<file path="config.mk">
export PLATFORM = sky130hd
export DESIGN_NAME = llr_data_bank
export DESIGN_NICKNAME = d
export VERILOG_FILES = /design/src/rtl/llr_data_bank.sv
export SDC_FILE = /design/constraint.sdc
export NUM_CORES = 1
export LEC_CHECK = 0
export BUFFER_PORTS_ARGS = -buffer_cell sky130_fd_sc_hd__clkbuf_2
export CAP_MARGIN = 5
export CORE_MARGIN = 4
export CORE_UTILIZATION = 29
export CTS_CLUSTER_DIAMETER = 100
export DETAILED_ROUTE_END_ITERATION = 16
export SLEW_MARGIN = 20
export SYNTH_ARGS = -nofsm -noshare
export SYNTH_HDL_FRONTEND = slang
export SYNTH_SLANG_ARGS = --single-unit
</file>
<file path="constraint.sdc">
create_clock -name clk -period 2.7 [get_ports clk]
set_input_delay 0.54 -clock clk [delete_from_list [all_inputs] [get_ports clk]]
set_output_delay 0.54 -clock clk [all_outputs]
set_load 0.01 [all_outputs]
</file>
<file path="src/rtl/llr_data_bank.sv">
// LLR storage bank: serial channel load, then per-word overwrite or saturating accumulate from NUM_SRC buses.
// Latency: 1-cycle registered read, flags 1 cycle after the causing write; no backpressure, accepts every cycle.
module llr_data_bank #(
  parameter  int D_WID   = 8,
  parameter  int DEPTH   = 4,
  parameter  int NUM_SRC = 3,
  localparam int AW      = $clog2(DEPTH)
) (
  input  logic                     clk,
  input  logic                     reset,
  input  logic [3:0]               fsm,
  input  logic                     sin,
  input  logic [D_WID-1:0]         din,
  input  logic [AW-1:0]            waddr,
  input  logic [NUM_SRC-1:0]       vtc_en,
  input  logic [NUM_SRC*D_WID-1:0] dvtc,
  input  logic                     acc_mode,
  input  logic [AW-1:0]            raddr,
  output logic [D_WID-1:0]         ram_d,
  output logic                     rd_vld,
  output logic                     load_done,
  output logic                     sat_flag
);

  localparam logic [AW:0]          DEPTH_L = DEPTH[AW:0];
  localparam logic [AW-1:0]        LAST    = AW'(DEPTH - 1);
  localparam logic signed [D_WID:0] SAT_MAX = (D_WID+1)'((1 << (D_WID-1)) - 1);
  localparam logic signed [D_WID:0] SAT_MIN = -SAT_MAX;

  logic [D_WID-1:0]        mem [DEPTH];
  logic [DEPTH-1:0]        valid;
  logic [AW-1:0]           lptr;

  logic                    load_en;
  logic                    waddr_ok;
  logic                    raddr_ok;
  logic                    upd_en;
  logic [D_WID-1:0]        sel;
  logic [D_WID-1:0]        cur;
  logic signed [D_WID:0]   sum;
  logic [D_WID-1:0]        acc_res;
  logic                    acc_sat;
  logic [D_WID-1:0]        wdata;

  assign load_en  = fsm[1] & sin;
  assign waddr_ok = {1'b0, waddr} < DEPTH_L;
  assign raddr_ok = {1'b0, raddr} < DEPTH_L;
  assign upd_en   = fsm[2] & ~load_en & (|vtc_en) & waddr_ok;
  assign cur      = waddr_ok ? mem[waddr] : '0;

  // Ascending scan so the highest enabled source is the last assignment and wins.
  always_comb begin
    sel = '0;
    for (int k = 0; k < NUM_SRC; k++) begin
      if (vtc_en[k]) sel = dvtc[k*D_WID +: D_WID];
    end
  end

  // Symmetric clamp keeps the most negative code out of accumulated results.
  always_comb begin
    sum     = $signed({cur[D_WID-1], cur}) + $signed({sel[D_WID-1], sel});
    acc_res = sum[D_WID-1:0];
    acc_sat = 1'b0;
    if (sum > SAT_MAX) begin
      acc_res = SAT_MAX[D_WID-1:0];
      acc_sat = 1'b1;
    end else if (sum < SAT_MIN) begin
      acc_res = SAT_MIN[D_WID-1:0];
      acc_sat = 1'b1;
    end
  end

  assign wdata = acc_mode ? acc_res : sel;

  always_ff @(posedge clk or posedge reset) begin
    if (reset) begin
      for (int i = 0; i < DEPTH; i++) mem[i] <= '0;
      valid     <= '0;
      lptr      <= '0;
      ram_d     <= '0;
      rd_vld    <= 1'b0;
      load_done <= 1'b0;
      sat_flag  <= 1'b0;
    end else begin
      load_done <= 1'b0;
      sat_flag  <= 1'b0;

      if (!fsm[1]) begin
        lptr <= '0;
      end else if (sin) begin
        mem[lptr]   <= din;
        valid[lptr] <= 1'b1;
        if (lptr == LAST) begin
          lptr      <= '0;
          load_done <= 1'b1;
        end else begin
          lptr <= lptr + AW'(1);
        end
      end

      if (upd_en) begin
        mem[waddr]   <= wdata;
        valid[waddr] <= 1'b1;
        sat_flag     <= acc_mode & acc_sat;
      end

      // Non-blocking read of the pre-edge array gives read-before-write.
      if (raddr_ok) begin
        ram_d  <= mem[raddr];
        rd_vld <= valid[raddr];
      end else begin
        ram_d  <= '0;
        rd_vld <= 1'b0;
      end
    end
  end

endmodule

</file>
==> qor.csv <==
stage,metric,value,unit
synthesis,number of synthesized flops with an enable pin,0,
synthesis,Yosys warning count,0,
cells_and_area,area grow syn2layout,46.8,%
pwr,leak pwr,0.00213,uW
job,MaxCap Viol Count,0,
place,Final Wtd Congestion,0.874,
timing,Fmax,0.363,GHz
cts,hold_buf cts,0,
cells_and_area,"most common cell after layout, fill and taps aside",buf_4,
floorplanning,Die W,115,um
timing,"Hold Vio Cnt, Final",0,
critical_path,Crit path arrival time,2920,ps
floorplanning,core area,0.0110,mm^2
pwr,VDD IR max,0.392,mV
timing,worst setup margin,-52.6,ps
critical_path,Worst setup EP type,register,
pwr,cell-internal power,2910,uW
cts,CTS root buffer,clkbuf_16,
timing,"Period Utilization, post-route",102,%
critical_path,Setup Crit Path Kind,primary input to register,
routing,Residual DRC,0,
cts,clk sink count,49,
routing,Final ANT Viol Nets,0,
synthesis,post-synthesis cell type count,52,
critical_path,startpoint types,primary input,
routing,DRT Pass-1 Iters,4,
pwr,total power divided by cell area,959,mW/mm^2
pwr,clock share of power,15.8,%
cells_and_area,FF+latch area,0.00123,mm^2
critical_path,worst endpoint required time,2870,ps
pwr,combinational share of power,59.8,%
place,placed cell count,544,
routing,DR vias/cell,5.23,
place,DP Area,0.00413,mm^2
critical_path,CP startpoint,waddr[0],
routing,via count of the routed design,2981,
cts,total CTS buffers,5,
critical_path,crit path max fanout,5,
status,status,"complete, but fails checks",
routing,routed wire length,9850,um
routing,iteration-0 DRC count of the detailed router,177,
routing,routed len/inst,17.3,um
timing,Final Setup Violations,29,
floorplanning,Initial Util,30.1,%
cts,H-tree levels,2,
synthesis,Synth Flop Type,dfrtp_1,
cells_and_area,filler instances,1027,
critical_path,reg2reg start,mem[3],
critical_path,R2R setup slack,-40,ps
cells_and_area,area occupied by multi-input gates,0.00240,mm^2
synthesis,syn nets,376,
global_routing,GR Overflow Total,0,
floorplanning,Die Height,115,um
global_routing,first-pass GRT wire length,15700,um
synthesis,Post-synth ARST share,100,%
worst_hold_path,Hold Crit Class,primary input to asynchronous set/reset pin,
synthesis,sequential element share of the synthesized area,37.0,%
cts,clock buffer depth,2,
critical_path,Setup crit end,mem[0],
cts,"CTS clk-pin slew, worst paths",70,ps
synthesis,Avg Inst Size Synth,10.5,um^2
timing,Worst Skew,6.67,ps
cells_and_area,final cell count without fillers,570,
pwr,Final Power,4670,uW
synthesis,"Cell Area, Synth",0.00332,mm^2
timing,Max-Slew Margin vs Limit,57.0,%
floorplanning,# IOs,58,
cells_and_area,fraction of layout cells with a size suffix above 1,57.7,%
cells_and_area,fin area,0.00487,mm^2
critical_path,path depth of the worst reg2reg path,8,
timing,Least-Margin Pin Slew,645,ps
timing,post-layout min period,2750,ps
pwr,Net Sw Frac,37.7,%
cts,CTS tree,done,
global_routing,largest net degree at the start of global routing,50,
global_routing,initial antenna violation count,0,
pwr,Reg power frac,24.4,%
floorplanning,site row count,38,
cts,clk_lat worst skew,290,ps
cells_and_area,Nets,489,
synthesis,Gate Count Post-Synth,316,
place,Buffers on Ports,55,
pwr,Psw,1760,uW
place,post-DP HPWL,6800,um
cells_and_area,most frequent cells in the layout,"58 x buf_4, 51 x clkbuf_2, 49 x dfrtp_1",
critical_path,worst reg2reg endpoint,mem[0],
cells_and_area,antenna cells,0,
floorplanning,die area,0.0132,mm^2
synthesis,Seq cells post-synth,49,
timing,RSZ-0062 raised after global routing,yes,
global_routing,Overall Global Routing Usage,14.9,%
timing,Max Slew Vio Count,0,
status,violations in the final reports,setup timing,
global_routing,vias in the first global route,3017,
[through the flow]
stage | setup TNS (ps) | utilization, % | hold slack, ps | setup WS [ps]
2_1_floorplan | -6250 | - | 433 | -245
5_1_grt | -3840 | 44.2 | 465 | -157
4_1_cts | -175 | 41.5 | 430 | -21.5
6_report | -728 | 44.2 | 397 | -52.6
3_5_place_dp | -18890 | 37.5 | 455 | -679
3_3_place_gp | -16940 | 37.5 | 449 | -627
[flip-flops by register name, indices dropped and copies added (netlist names)]
register   count
load_done      1
lptr           2
mem           32
ram_d          8
rd_vld         1
sat_flag       1
valid          4
[synthesized netlist by cell type (3+ instances only)]
library cell,n,share of area [%]
nor2_1,19,2.1
mux4_2,17,12
a21oi_1,10,1.5
o21ai_0,19,2.9
o21ai_1,18,2.7
a31o_2,4,1.1
nand3_1,6,0.91
nand3b_1,3,0.68
a21oi_2,3,0.79
xor2_1,3,0.79
dfrtp_1,49,37
clkbuf_1,8,0.91
nand2b_1,4,0.75
nand2_1,38,4.3
mux2_2,28,9.5
o22ai_1,4,0.75
inv_1,10,1.1
mux2i_1,7,2.1
nor2b_1,5,0.94
ha_1,12,4.5
a22oi_1,8,1.8
buf_2,7,1.1
[layout make-up]
cell class                 instances  share of cell area [%]
clock buffer                       7                    2.93
clock inverter                     1                   0.616
inverter                          10                   0.770
multi-input combinational        241                    49.2
sequential                        49                    25.2
tap                              140                    3.60
timing repair buffer             122                    17.7
[worst min-delay path by stage]
stage,from,to,depth (start not counted)
2_1_floorplan,valid[2],valid[2],1
3_3_place_gp,valid[1],valid[1],1
3_5_place_dp,valid[1],valid[1],1
4_1_cts,reset,mem[25],3
5_1_grt,reset,mem[12],3
6_report,reset,ram_d[7],3
[cells by family after synthesis]
| group | count (synthesis) | share of synthesized area (%) |
|---|---|---|
| AND/OR/NAND/NOR | 87 | 12.6 |
| AO/OA/AOI/OAI | 81 | 16.3 |
| multiplexers | 53 | 23.8 |
| flip-flops | 49 | 37.0 |
| buffers and inverters | 27 | 3.54 |
| adder cells (fa/ha/maj) | 15 | 5.81 |
| XOR/XNOR | 4 | 1.06 |
[power groups by stage]
| stage | logic, uW | registers [uW] | clock network, uW |
|---|---|---|---|
| 6_report | 2790 | 1140 | 738 |
| 5_1_grt | 3020 | 1180 | 777 |
| 4_1_cts | 2400 | 1140 | 750 |
| 3_5_place_dp | 2090 | 1150 | 0 |
| 3_3_place_gp | 2050 | 1140 | 0 |
| 2_1_floorplan | 1390 | 1120 | 0 |
[per-layer routing]
metal | share of wire, % | wire length (um) | vias up | GRT usage [%]
li1 | - | - | 1401 | -
met1 | 43 | 4260 | 1483 | 20.3
met2 | 50 | 4920 | 81 | 24.7
met3 | 5.3 | 518 | 16 | 2.47
met4 | 1.5 | 146 | 0 | 3.91
met5 | 0 | 0 | - | 0
[worst max-delay path, stage by stage]
cell and delay [ps]:
clkbuf_16 130, mux4_2 540, ha_4 190, buf_6 110
a211oi_4 300, o211a_1 290, o211ai_2 220, o32a_1 410
nand2_1 100, o22ai_1 80
[timing repair]
action | in CTS | in global routing
gates cloned | 1 | 1
pin swaps | 21 | 27
gates resized for setup | 38 | 46
setup buffers | 10 | 6
setup endpoints to repair | 33 | 33
Note: power is estimated with default switching activity, not from simulation.
